==> src/rtl/nrs_gold_seq_gen.sv <==
// Gold-sequence c(n) generator: loads cinit, runs NC+SKIP warm-up steps,
// then emits NUM_BITS registered scrambling bits per request.
module nrs_gold_seq_gen #(
    parameter int unsigned NC       = 1600,
    parameter int unsigned SKIP     = 218,
    parameter int unsigned NUM_BITS = 4,
    parameter int unsigned CINIT_W  = 28
) (
    input  logic               clk,
    input  logic               rst,
    input  logic [CINIT_W-1:0] cinit,
    input  logic               cinit_valid,
    output logic               ready,
    output logic               seq_bit,
    output logic               seq_valid,
    output logic               seq_last
);

    localparam int unsigned LFSR_W = 31;
    localparam int unsigned CNT_W  = 12;
    localparam int unsigned WARM   = NC + SKIP;

    // WARM_LAST is only reached when WARM > 0, so the wrap at WARM == 0 is harmless
    localparam logic [CNT_W-1:0] WARM_LAST = CNT_W'(WARM - 1);
    localparam logic [CNT_W-1:0] OUT_LAST  = CNT_W'(NUM_BITS - 1);

    typedef enum logic [1:0] {
        IDLE   = 2'd0,
        WARMUP = 2'd1,
        OUTPUT = 2'd2
    } state_t;

    state_t             state;
    logic [LFSR_W-1:0]  x1;
    logic [LFSR_W-1:0]  x2;
    logic [CNT_W-1:0]   cnt;
    logic [LFSR_W-1:0]  x1_step;
    logic [LFSR_W-1:0]  x2_step;

    // One recursion step: bit [0] is x(n), the new x(n+31) enters at bit [30]
    assign x1_step = {x1[3] ^ x1[0], x1[LFSR_W-1:1]};
    assign x2_step = {x2[3] ^ x2[2] ^ x2[1] ^ x2[0], x2[LFSR_W-1:1]};

    always_ff @(posedge clk or negedge rst) begin
        if (!rst) begin
            state     <= IDLE;
            x1        <= LFSR_W'(1);
            x2        <= '0;
            cnt       <= '0;
            seq_bit   <= 1'b0;
            seq_valid <= 1'b0;
            seq_last  <= 1'b0;
            ready     <= 1'b1;
        end else begin
            seq_valid <= 1'b0;
            seq_last  <= 1'b0;
            case (state)
                IDLE: begin
                    if (cinit_valid) begin
                        x1    <= LFSR_W'(1);
                        x2    <= LFSR_W'(cinit);
                        cnt   <= '0;
                        ready <= 1'b0;
                        state <= (WARM == 0) ? OUTPUT : WARMUP;
                    end
                end
                WARMUP: begin
                    x1 <= x1_step;
                    x2 <= x2_step;
                    if (cnt == WARM_LAST) begin
                        cnt   <= '0;
                        state <= OUTPUT;
                    end else begin
                        cnt <= cnt + CNT_W'(1);
                    end
                end
                OUTPUT: begin
                    seq_bit   <= x1[0] ^ x2[0];
                    seq_valid <= 1'b1;
                    x1        <= x1_step;
                    x2        <= x2_step;
                    if (cnt == OUT_LAST) begin
                        cnt      <= '0;
                        seq_last <= 1'b1;
                        ready    <= 1'b1;
                        state    <= IDLE;
                    end else begin
                        cnt <= cnt + CNT_W'(1);
                    end
                end
                default: begin
                    state <= IDLE;
                    ready <= 1'b1;
                end
            endcase
        end
    end

endmodule
==> config.mk <==
export PLATFORM = sky130hd
export DESIGN_NAME = nrs_gold_seq_gen
export DESIGN_NICKNAME = d
export VERILOG_FILES = /design/src/rtl/nrs_gold_seq_gen.sv
export SDC_FILE = /design/constraint.sdc
export NUM_CORES = 1
export LEC_CHECK = 0
export CAP_MARGIN = 20
export CORE_ASPECT_RATIO = 0.5
export CORE_UTILIZATION = 55
export DETAILED_ROUTE_END_ITERATION = 16
export GPL_ROUTABILITY_DRIVEN = 0
export PLACE_DENSITY = 0.8
export REMOVE_ABC_BUFFERS = 1
export SETUP_SLACK_MARGIN = 0.5
export SLEW_MARGIN = 5
export SYNTH_ARGS = -nofsm -noshare
export SYNTH_HDL_FRONTEND = slang
export SYNTH_SLANG_ARGS = --single-unit
==> constraint.sdc <==
create_clock -name clk -period 4.35 [get_ports clk]
set_clock_uncertainty 0.15 [all_clocks]
set_input_delay 0.87 -clock clk [delete_from_list [all_inputs] [get_ports clk]]
set_output_delay 0.87 -clock clk [all_outputs]
set_load 0.02 [all_outputs]
==> impl.org, run 1 <==
** Clock tree
- For this design, the CTS-stage hold fixing added 0 buffers.
- Number of buffers created by CTS :: 9
- CTS built an H-tree with a depth of 3.
- Deepest clock path buffer count :: 2
- Clock-pin slew on the worst setup and hold paths :: 0.05 ns
- The clock drives 80 sinks.
- The later pin in the worst-skew pair is clocked with a latency of 0.33 ns.
- TritonCTS built the clock tree.
- Count of instances resized after the clock tree is built :: 0
- Master cell of the clock root buffer :: clkbuf_16
- In this run the post-CTS setup repair buffer count came out at 0.

** Logic synthesis
- Among all flip-flop cells after synthesis, the most frequent one is dfrtp_1.
- Post-synthesis cell count :: 305
- Total of flip-flops plus latches after synthesis :: 80
- Most frequent cell after synthesis :: dfrtp_1
- Sequential area share after synthesis :: 56.8%
- After synthesis, the netlist uses 37 different library cells.
- Top area cells in the synthesized netlist :: dfrtp_1 (55%), a22o_1 (9.4%), mux2i_1 (8.2%)
- Commonest cells post-synth :: dfrtp_1 (78), a22o_1 (38), nand2_1 (35)
- Library cell with the largest summed area after synthesis :: dfrtp_1
- In this run the mean area of a mapped cell was 11.6 um2.
- Top-area cell type share of the netlist area :: 55.4%
- Share of async-settable or async-resettable flops after synthesis :: 100%
- Synth warnings :: 0
- Summing every instance area after synthesis gives 0.00353 mm2.
- In this run, synthesis inferred 0 flip-flops with an integrated enable.

** Timing
- The final count of hold timing violations came to 0.
- Setup violations remaining at the end of the flow were counted as 0.
- Headroom to the max-slew limit came out at 35.2%.
- RSZ-0062 raised after global routing :: no
- Slew at the pin with the worst max-slew slack :: 0.971 ns
- Max Fclk :: 365 MHz
- Total count of max-transition violations in the final report :: 0
- Across all setup checks in the final design, the least slack found is 1.61 ns.
- The clock period could shrink to 2.74 ns.
- Final critical-path share of the clock period :: 63.0%

** Floorplanning
- Pin placement for this block handled 35 I/O pins.
- Floorplan core area :: 0.00613 mm2
- Starting Density :: 57.5%
- Row generation in the floorplan step produced 20 rows.
- The die covers 0.00675 mm2.
- Die width :: 115 um
- The die is 58.6 um tall.

** Place
- Pre-CTS setup slack :: 1.32 ns
- In this run the tool buffered the top-level ports with 34 buffer cells.
- Detailed placer's ending HPWL :: 3890 um

** Cells and area
- Register Area :: 0.00200 mm2
- Total of fill cells in the finished design :: 422
- ANT cells :: 0
- Area used by multi-input combinational logic :: 0.00142 mm2
- Growth of design area from synthesis to finish :: 20.3%
- Cells with a size suffix above 1 make up 9.44% of the layout.
- The final layout contains 371 nets.
- End-of-flow core utilization :: 69.2%

** Setup path
- Required time reported for the critical path endpoint :: 4.41 ns
- Critical path launch point type :: input port
- R2R depth :: 7
- Category of the critical setup timing path :: in2reg
- Sort of element at the end of the critical path :: flip-flop
- WP data arrival :: 2.80 ns
- In this run the worst path has a maximum fanout of 96.

** Route
- The first routing iteration left 156 violations.
- In the routed layout, each cell is associated on average with a via count of 5.48.
- After detailed routing, the number of remaining DRC violations is 0.
- Routed WL per cell :: 14.9 um
- The detail route stage leaves a number of antenna-violating nets equal to 0.
- The pre-antenna-repair detailed-routing pass consisted of 4 iterations.
- Detailed-route via count :: 2342
- Total routed wirelength :: 6380 um

** Run
- Across the run, the number of max-cap violations was 0.

** GRT
- Antenna violations before repair :: 0
- The total overflow left after global routing is 0.
- Global-route usage over all layers :: 21.6%
- The via count of the first global-routing pass is 2339.
- The first global-routing pass estimated 11100 um of wire.
- Maximum number of pins on one net before global-route repair :: 97

** Power
- Static leakage :: 1.94 nW
- Dividing total power by cell area gives a power density of 766 mW/mm2.
- VDD IR-drop max :: 0.377 mV

** Hold path
- Type of the worst min-delay path :: reg2reg
- Hold Path Cell Cnt :: 2

** Outcome
- The flow ran to the end, and the final reports show no timing, DRC or antenna violations.
worst max-delay path, stage by stage:
cell,delay [ns]
clkdlybuf4s50_1,0.53
mux2i_4,0.21
buf_4,0.69
nor2_2,0.17
mux2_2,0.31
through the flow:
step                total power [mW]  hold slack, ns  TNS, ns  area [um2]  cells
detailed placement              2.45           0.320        0        3920    411
global route                    3.47           0.364        0        4240    427
finish                          3.25           0.329        0        4240    427
global placement                2.36           0.312        0        3920    411
floorplan                       2.08           0.300   -77.86        3440    287
CTS                             3.21           0.332        0        4210    426
final cells by class:
| cell class | instances | area share (%) |
|---|---|---|
| clock buffer | 11 | 5.72 |
| multi-input combinational | 200 | 33.5 |
| clock inverter | 4 | 1.27 |
| sequential | 80 | 47.3 |
| timing repair buffer | 37 | 8.97 |
| tap | 88 | 2.60 |
| inverter | 7 | 0.620 |
layer usage:
metal	wire [um]	share of wire, %	up-vias	GRT usage [%]
li1	-	-	1153	-
met1	3150	49	1141	29.4
met2	2940	46	38	34.3
met3	204	3.2	10	5.15
met4	82	1.3	0	8.35
met5	0	0	-	0
registers in the layout (all words and copies together), names as in the netlist:
register   cells
cnt           12
ready          1
seq_bit        1
seq_last       1
seq_valid      1
state          2
x1            31
x2            31
power breakdown:
| group | switching, mW | internal [mW] |
|---|---|---|
| Combinational | 0.806 | 0.563 |
| Sequential | 0.144 | 0.994 |
| Clock | 0.283 | 0.459 |
final timing paths:
| kind | end | startpoint | slack [ns] |
|---|---|---|---|
| max in group asynchronous | x2[28] | rst | 2.88 |
| min in group asynchronous | x2[21] | rst | 0.55 |
| setup reg to reg | cnt[0] | state[0] | 1.67 |
| setup / recovery | cnt[0] | cinit_valid | 1.61 |
| hold reg to reg | x2[27] | x2[27] | 0.33 |
| hold / removal | x2[27] | x2[27] | 0.33 |
layout by cell type, fill, tap and decap left out, drive strengths merged, types with 5 or more instances in the layout:
| master | Yosys | routed |
|---|---|---|
| inv | 7 | 8 |
| nand3 | 5 | 5 |
| xor2 | 5 | 5 |
| nand2 | 35 | 35 |
| dfrtp | 78 | 78 |
| ha | 5 | 5 |
| a21oi | 11 | 11 |
| clkbuf | 9 | 11 |
| mux2i | 29 | 29 |
| a22o | 38 | 38 |
| clkdlybuf4s50 | 0 | 33 |
| nor2 | 9 | 9 |
| o21ai | 35 | 35 |
logic make-up (layout without fill, tap and decap cells):
kind of cell	after synthesis	count (layout)	share of synthesized area, %
xor+xnor	9	9	2.24
flops	80	80	56.8
mux	31	31	8.98
buf+inv	25	59	3.16
compound gates	88	88	17.4
simple gates	67	67	9.62
fa+ha+maj	5	5	1.77
Note: power is estimated with default switching activity, not from simulation.
==> inputs of run 2 (changes only) <==
==> constraint.sdc (replaced) <==
create_clock -name clk -period 2.83 [get_ports clk]
set_clock_uncertainty 0.15 [all_clocks]
set_input_delay 0.566 -clock clk [delete_from_list [all_inputs] [get_ports clk]]
set_output_delay 0.566 -clock clk [all_outputs]
set_load 0.02 [all_outputs]
==> impl.org, run 2 (synthesis results as in run 1) <==
** Timing
- Hold timing on the final database bottoms out at a slack of 0.219 ns.
- Max Fclk :: 447 MHz
- Setup violations remaining at the end of the flow were counted as 0.
- Hold Violations, Final :: 0
- In the final timing run, aggregate negative setup slack is 0 ns.
- Headroom to the max-slew limit came out at 35.7%.
- Final critical-path share of the clock period :: 79.1%
- The max-slew violation count is 0.
- Setup repair after global routing left no endpoint under its margin.
- Setup slack closes at 0.593 ns.
- After layout, the minimum clock period comes to 2.24 ns.
- Slew at the pin with the worst max-slew slack :: 0.964 ns

** Clock tree
- Post-CTS Setup Repair Bufs :: 0
- In this run the clock root is driven by a clkbuf_16.
- For this design, the CTS-stage hold fixing added 0 buffers.
- TritonCTS created 9 clock buffers.
- Clock-pin slew on the worst setup and hold paths :: 0.06 ns
- Counting along the longest clock path gives a buffer depth of 2.
- Number of clock sinks :: 80
- Insertion delay to the later sink of the worst-skew pair :: 0.34 ns
- H-tree level count :: 3
- TritonCTS built the clock tree.

** Route
- The first TritonRoute pass finished after 4 iterations.
- Antenna viol nets, final :: 0
- Routed WL per cell :: 15.6 um
- DRC violations left :: 0
- Detailed-route via count :: 2416
- Total routed wirelength :: 6700 um
- Iteration-0 DRC Markers :: 145
- Dividing the detail-routed via count by the number of cells gives 5.63.

** Power
- In this run the static leakage power is 1.96 nW.
- VDD IR-drop max :: 0.753 mV
- The design draws 5.22 mW.
- Dividing total power by cell area gives a power density of 1210 mW/mm2.

** Place
- Once placement finished, the instance area stood at 0.00394 mm2.
- Buffers added on ports :: 34
- Post-placement cell count :: 412
- The HPWL after detailed placement is 3920 um.
- Pre-CTS setup slack :: 0.137 ns

** Setup path
- Walking the worst path, the cells encountered are ha_2 -> nor4b_2 -> nand4b_2 -> a32oi_2 -> buf_4 -> nor2_2 -> mux2_2.
- The number of cells on the worst reg-to-reg path is 7.
- STA classifies the critical path endpoint as a flip-flop.
- Category of the critical setup timing path :: reg2reg
- Of all nets on the critical path, the largest fanout is 12.
- On the worst path, the slowest cell contributes a delay of 0.42 ns.
- The setup check on the worst reg-to-reg path leaves a slack of 0.59 ns.
- The slowest stage of the critical path is the dfrtp_1 cell.
- STA classifies the critical path startpoint as a flip-flop.
- STA puts the critical path data arrival time at 2.30 ns.
- Required time reported for the critical path endpoint :: 2.90 ns

** Floorplanning
- In this run the core area contains 20 standard-cell rows.
- From left edge to right edge, the die measures 115 um.
- The floorplan step defined a die boundary enclosing 0.00675 mm2.
- In this run the standard cell core region covers 0.00613 mm2.
- Die Height :: 58.6 um
- IO Pins :: 35
- Starting Density :: 57.5%

** Cells and area
- 0 antenna diodes ended up in the layout.
- Leaving out fill and tap cells, the most frequent cell in the layout is dfrtp_1.
- After the flow finishes, the layout carries non-filler instances totaling 429.
- The final layout contains 372 nets.
- Top library cells by usage in the layout, fill and taps aside :: dfrtp_1 (77), a22o_1 (38), nand2_1 (35), clkdlybuf4s50_1 (33), o21ai_0 (31)
- The largest registers in the layout are x1 x31, x2 x31, cnt x12.
- For this run, the share of the core covered by cells in the final layout is 70.2%.
- Relative to the synthesized area, the layout overhead comes to 22.0%.
- Layout cells sized above 1 :: 11.1%
- Summing all non-filler instances in the final layout gives an area of 0.00430 mm2.

** GRT
- GRT Residual Overflow :: 0
- Maximum number of pins on one net before global-route repair :: 97
- Wire length of the first global-routing pass :: 11200 um
- Global-route usage over all layers :: 22.2%
- Vias in the first global route :: 2398
- The initial antenna violation count came to 0.

** Outcome
- The run finished with clean final reports.

** Hold path
- The min-delay analysis places its worst path in the category in2async.

** Run
- Maximum Capacitance Violations :: 0
==> run 2: path summary, 6_finish.rpt <==
check                               to  startpoint
max in group asynchronous       cnt[0]         rst
min in group clk                x2[26]      x2[26]
worst max register to register  cnt[0]      cnt[1]
worst min-delay path             x1[1]         rst
worst max-delay path            cnt[0]      cnt[1]
worst min register to register  x2[26]      x2[26]
==> run 2: worst max-delay path: cells and delay by family (launching register included) <==
family                   cells  cell delay, ns
AO/OA/AOI/OAI                1            0.25
adder cells (fa/ha/maj)      1            0.25
buffers and inverters        1            0.23
flip-flops                   1            0.42
multiplexers                 1            0.27
AND/OR/NAND/NOR              3            0.56
==> run 2: layout make-up <==
type	count	area, um2
Inverter	7	26.3
Sequential cell	80	2010
Clock inverter	7	119
Tap cell	88	110
Clock buffer	9	225
Timing Repair Buffer	38	389
Fill cell	430	1830
Multi-Input combinational cell	200	1430
==> run 2: repair_timing <==
action,4_1_cts,5_1_grt
pin swaps,0,0
cloned,0,1
gates resized for setup,1,3
endpoints found under the setup margin,34,1
==> run 2: power breakdown <==
group	internal (mW)	switching, mW
registers	1.53	0.222
logic	0.880	1.27
clock network	0.862	0.456
total	3.27	1.95
==> run 2: per-layer routing <==
layer  up-vias  GRT usage (%)  wire length [um]
met2        38           35.1              3140
met5         -              0                 0
met1      1211           29.3              3200
met3        11           8.24               245
met4         0           5.75               112
li1       1156              -                 -
